**src/rtl/cpu16_div.sv**
```systemverilog
// cpu16_div: iterative restoring divider, one quotient bit per clock.
//   clk, reset   : clock, synchronous active-high reset
//   start        : request, accepted only while busy==0
//   sgn          : two's-complement divide (only with CPU16_DIV_SIGNED_EN defined)
//   x, y         : dividend / divisor, sampled on the accepting edge
//   busy         : high from the cycle after acceptance through the done cycle
//   done         : one-cycle pulse, q/r/dz valid in this cycle
//   q, r, dz     : quotient, remainder, divide-by-zero flag; held until next start
// Optional feature macro: CPU16_DIV_SIGNED_EN (signed divide via sgn).
module cpu16_div #(
    parameter int unsigned WIDTH = 16
) (
    input  logic             clk,
    input  logic             reset,
    input  logic             start,
    input  logic             sgn,
    input  logic [WIDTH-1:0] x,
    input  logic [WIDTH-1:0] y,
    output logic             busy,
    output logic             done,
    output logic [WIDTH-1:0] q,
    output logic [WIDTH-1:0] r,
    output logic             dz
);

    localparam int unsigned CNT_W = $clog2(WIDTH) + 1;

    typedef enum logic [1:0] {IDLE, RUN, FIN} state_t;

    state_t             state, state_d;
    logic [WIDTH-1:0]   dvd, dvd_d;
    logic [WIDTH-1:0]   rem, rem_d;
    logic [WIDTH-1:0]   dsr, dsr_d;
    logic [CNT_W-1:0]   cnt, cnt_d;
    logic               neg_q, neg_q_d, neg_r, neg_r_d;
    logic               busy_d, done_d, dz_d;
    logic [WIDTH-1:0]   q_d, r_d;

    // Operand sign handling
    logic               sx_c, sy_c;
    logic [WIDTH-1:0]   ax_c, ay_c;
`ifdef CPU16_DIV_SIGNED_EN
    assign sx_c = sgn & x[WIDTH-1];
    assign sy_c = sgn & y[WIDTH-1];
`else
    logic unused_sgn;
    assign unused_sgn = sgn;
    assign sx_c = 1'b0;
    assign sy_c = 1'b0;
`endif
    assign ax_c = sx_c ? ({WIDTH{1'b0}} - x) : x;
    assign ay_c = sy_c ? ({WIDTH{1'b0}} - y) : y;

    // One restoring step; the shifted remainder needs WIDTH+1 bits when |y| > 2^(WIDTH-1)
    logic [WIDTH:0]     rem_sh_c;
    logic               rem_ge_c;
    logic [WIDTH-1:0]   rem_nx_c, dvd_nx_c, q_fix_c, r_fix_c;
    logic [WIDTH:0]     rem_sub_c;

    assign rem_sh_c  = {rem, dvd[WIDTH-1]};
    assign rem_ge_c  = rem_sh_c >= {1'b0, dsr};
    assign rem_sub_c = rem_sh_c - {1'b0, dsr};
    assign rem_nx_c  = rem_ge_c ? rem_sub_c[WIDTH-1:0] : rem_sh_c[WIDTH-1:0];
    assign dvd_nx_c  = {dvd[WIDTH-2:0], rem_ge_c};
    assign q_fix_c   = neg_q ? ({WIDTH{1'b0}} - dvd_nx_c) : dvd_nx_c;
    assign r_fix_c   = neg_r ? ({WIDTH{1'b0}} - rem_nx_c) : rem_nx_c;

    // State and output registers
    always_ff @(posedge clk) begin
        if (reset) begin
            state <= IDLE;
            dvd   <= '0;
            rem   <= '0;
            dsr   <= '0;
            cnt   <= '0;
            neg_q <= 1'b0;
            neg_r <= 1'b0;
            busy  <= 1'b0;
            done  <= 1'b0;
            q     <= '0;
            r     <= '0;
            dz    <= 1'b0;
        end else begin
            state <= state_d;
            dvd   <= dvd_d;
            rem   <= rem_d;
            dsr   <= dsr_d;
            cnt   <= cnt_d;
            neg_q <= neg_q_d;
            neg_r <= neg_r_d;
            busy  <= busy_d;
            done  <= done_d;
            q     <= q_d;
            r     <= r_d;
            dz    <= dz_d;
        end
    end

    // Next state and next register values; results land on the edge entering FIN
    always_comb begin
        state_d = state;
        dvd_d   = dvd;
        rem_d   = rem;
        dsr_d   = dsr;
        cnt_d   = cnt;
        neg_q_d = neg_q;
        neg_r_d = neg_r;
        busy_d  = 1'b0;
        done_d  = 1'b0;
        q_d     = q;
        r_d     = r;
        dz_d    = dz;
        case (state)
            IDLE: begin
                if (start) begin
                    busy_d = 1'b1;
                    if (y == '0) begin
                        state_d = FIN;
                        done_d  = 1'b1;
                        q_d     = '1;
                        r_d     = x;
                        dz_d    = 1'b1;
                    end else begin
                        state_d = RUN;
                        dvd_d   = ax_c;
                        dsr_d   = ay_c;
                        rem_d   = '0;
                        cnt_d   = '0;
                        neg_q_d = sx_c ^ sy_c;
                        neg_r_d = sx_c;
                    end
                end
            end
            RUN: begin
                busy_d = 1'b1;
                dvd_d  = dvd_nx_c;
                rem_d  = rem_nx_c;
                cnt_d  = cnt + CNT_W'(1);
                if (cnt == CNT_W'(WIDTH - 1)) begin
                    state_d = FIN;
                    done_d  = 1'b1;
                    q_d     = q_fix_c;
                    r_d     = r_fix_c;
                    dz_d    = 1'b0;
                end
            end
            FIN: begin
                state_d = IDLE;
            end
            default: begin
                state_d = IDLE;
            end
        endcase
    end

endmodule
```
**config.mk**
```make
export PLATFORM = sky130hd
export DESIGN_NAME = cpu16_div
export DESIGN_NICKNAME = d
export VERILOG_FILES = /design/src/rtl/cpu16_div.sv
export SDC_FILE = /design/constraint.sdc
export NUM_CORES = 1
export LEC_CHECK = 0
export CAP_MARGIN = 10
export CORE_MARGIN = 2
export CORE_UTILIZATION = 54
export CTS_CLUSTER_DIAMETER = 50
export DETAILED_ROUTE_END_ITERATION = 16
export HOLD_SLACK_MARGIN = 0.08
export PLACE_DENSITY = 0.9
export SLEW_MARGIN = 15
export SYNTH_ARGS = -nofsm -noshare
export SYNTH_HDL_FRONTEND = slang
export SYNTH_SLANG_ARGS = --single-unit
export TNS_END_PERCENT = 30
```
**constraint.sdc**
```tcl
create_clock -name clk -period 2.7 [get_ports clk]
set_input_delay 0.405 -clock clk [delete_from_list [all_inputs] [get_ports clk]]
set_output_delay 0.405 -clock clk [all_outputs]
set_load 0.03 [all_outputs]
```
==> reports/results.ini, run 1 <==
[run_status]
status = completed

[setup_path]
reg2reg_depth = 9
r2r-end = rem[11]
setup.worst_path.end = rem[11]
worstPathRequired_ns = 3.01
arrival_ns = 2.94
reg2reg_slack_ns = 0.07
cp_slowest_cell = dfxtp_1
start_kind = flop
cp.depth = 9
crit_chain = inv_1 -> ha_1 -> nor2b_1 -> o31a_1 -> o31ai_4 -> a31oi_1 -> o21a_1 -> o31ai_1 -> a22o_1
cp-startpoint = dsr[1]
crit_family = compound AO/OA/AOI/OAI gates
endpoint_kind = flop
critical_path.max_stage_delay_ns = 0.39
cp_num_buf_inv = 1
critPathKind = flop to flop
r2r-start = dsr[1]
worstPathMaxFanout = 5

[placed_design]
dp_hpwl_um = 8956
io_buffers = 69
place_congestion = 0.9859
placed_cell_area_sq_mm = 0.005426

[detailed_routing]
vias = 4499
drt_iter0_drc = 354
drc = 0
wire_per_inst_um = 16.63
via_per_inst = 6.129
antenna_left = 0
wl_um = 12210
dr.pass1.iters = 6

[layout]
antennaDiodeCount = 0
utilization_pct = 69.13
drive_above_1_share_pct = 11.61
stdcell_area_sq_mm = 0.005652
area_growth_pct = 24.26
final_common_cell = nand2_1
multi_input_area_sq_mm = 0.002531
regArea_sq_mm = 0.001802
nFillCells = 650
fin_nets = 679
final_cell_mix = 94 x nand2_1, 90 x dfxtp_1, 68 x clkdlybuf4s50_1

[synth]
syn_nets = 606
ys.flop_type = dfxtp_1
synth-edff-count = 0
async_flop_share_pct = 0
syn_avg_cell_area_sq_um = 8.254
ys_warn_count = 0
synth_xor_area_share_pct = 2.118
yosys.area_share.simple_pct = 19.01
syn_inst = 551
seq_area_frac_synth_pct = 39.61
synthAdderAreaFrac_pct = 5.392
synthesis.area_sq_mm = 0.004548
synth_top_family_by_area = compound AO/OA/AOI/OAI gates
synth-seq-cells = 90
yosysUniqueCellTypes = 61
synth_compound_area_share_pct = 27.18
muxShareOfSynthArea_pct = 1.568

[floorplanning]
die-area_sq_mm = 0.009173
fp.coreArea_sq_mm = 0.008175
initial_core_util_pct = 55.63
top_level_ports = 71
die_w_um = 95.78
die_height_um = 95.78
rows = 33

[cts]
cts_sinks = 90
cts_buffer_depth = 2
insertion_delay_ns = 0.37
cts_root_buf = clkbuf_8
path_clk_slew_ns = 0.09
cts_hold_buf = 0
cts_tree = done
numCtsBuffers = 9
htreeDepth = 3

[sta]
fin_skew_ns = 0.01102
fin_crit_sh_pct = 97.46
tightest_slew_ns = 0.6075
setup_violations = 0
rsz0062_at_grt = yes
maxSlewViolCount = 0
max_freq_mhz = 380.0
max-slew-margin-rel_pct = 59.40
min_period_ns = 2.631
hold_slack_ns = 0.4581
tns_ns = 0
finalHoldViolations = 0

[global_routing]
grt-ovfl-total = 0
grt_usage_pct = 27.71
grt_max_degree = 38
grt_pass1_vias = 4184
antenna_found_initial = 0
grt_pass1_wl_um = 19920

[pwr]
power.density_mw_per_mm2 = 1061
power.leakage_nw = 2.148
peakVddDrop_mv = 0.8301
total_power_mw = 5.998

[run]
cap_violations = 0

[hold_path]
hp-class = flop to flop

==> synthesized netlist by cell type (2+ instances only) <==
master / n / area [sq um]
a211oi_1: 5 / 37.54
xor2_1: 8 / 70.07
o221a_2: 15 / 168.9
o2bb2ai_1: 2 / 17.52
mux2i_1: 6 / 60.06
o21ai_1: 17 / 85.08
a21oi_1: 41 / 205.2
nand3_1: 7 / 35.03
nand2_1: 94 / 352.8
o31a_1: 4 / 35.03
a31oi_1: 4 / 25.02
nand2b_1: 4 / 25.02
dfxtp_1: 90 / 1802
a311oi_1: 16 / 140.1
o21ai_0: 18 / 90.09
nor3_1: 11 / 55.05
o32a_1: 2 / 20.02
a22o_1: 2 / 17.52
nor2_1: 55 / 206.5
inv_1: 22 / 82.58
a21o_1: 6 / 45.04
nand4_1: 5 / 31.28
or2_2: 2 / 12.51
xnor2_1: 3 / 26.28
o32ai_1: 3 / 26.28
buf_2: 3 / 15.01
o21a_1: 8 / 60.06
buf_6: 3 / 33.78
nor4_1: 4 / 25.02
o22ai_1: 6 / 37.54
o31ai_1: 5 / 37.54
ha_1: 18 / 225.2
nor2b_1: 3 / 18.77
o211ai_1: 3 / 22.52
or3_1: 6 / 37.54
clkbuf_1: 23 / 86.33
and3_1: 3 / 18.77
==> timing repair <==
action	in CTS	in global routing
hold endpoints to repair	0	0
resized for setup	0	4
setup buffers	0	0
endpoints found under the setup margin	0	6
==> final cells by class <==
type | instances | share of cell area [%]
clock buffer | 10 | 2.435
tap | 105 | 2.325
multi-input combinational | 407 | 44.79
clock inverter | 6 | 1.284
timing repair buffer | 93 | 15.76
inverter | 23 | 1.528
sequential | 90 | 31.88
==> cell families (layout without fill, tap and decap cells) <==
group           after synthesis  count (layout)
mux                           7               7
fa+ha+maj                    19              19
buf+inv                      54             132
compound gates              171             171
simple gates                199             199
flops                        90              90
xor+xnor                     11              11
==> power by group <==
part	switching [mW]	internal (mW)	total (mW)
Clock	0.509	0.463	0.972
Combinational	2.11	1.31	3.42
Sequential	0.139	1.46	1.60
Total	2.76	3.24	6.00
==> per-layer routing <==
| metal | wire (um) | global-route usage, % |
|---|---|---|
| met4 | 294 | 9.167 |
| met5 | 0 | 0 |
| met3 | 1091 | 5.012 |
| met1 | 5009 | 35.14 |
| met2 | 5816 | 47.61 |
==> flip-flops by register name, indices dropped and copies added (netlist names) <==
name	count
dvd	16
r	16
cnt	5
busy	1
dsr	16
rem	16
dz	1
q	16
state	2
done	1
==> through the flow <==
stage | worst slack (ns) | instances
2_1_floorplan | 0.4448 | 551
3_3_place_gp | -0.2357 | 718
3_5_place_dp | -0.2664 | 718
4_1_cts | 0.09373 | 734
5_1_grt | -0.0007983 | 734
6_report | 0.06868 | 734
==> how the worst min path moves through the flow <==
stage / start / slack [ns] / cells after the start / endpoint
after floorplan: rem[8] / 0.43 / 2 / rem[8]
after global placement: dsr[3] / 0.44 / 2 / dsr[3]
after detailed placement: dsr[10] / 0.45 / 2 / dsr[10]
after CTS: dsr[7] / 0.46 / 2 / dsr[7]
after global routing: reset / 0.47 / 3 / dvd[2]
final: dsr[10] / 0.46 / 2 / dsr[10]
==> worst min-delay path, cell delays in order (launching register included) <==
cell	delay [ns]
dfxtp_1	0.32
nand2_1	0.05
a21oi_1	0.05
No activity file was read; power rests on OpenSTA's default activity.
==> run 2: changes to the inputs <==
Settings changed: TNS_END_PERCENT 30 to unset.
==> results of run 2 <==
Final layout, timing and power as in run 1 (identical DEF).
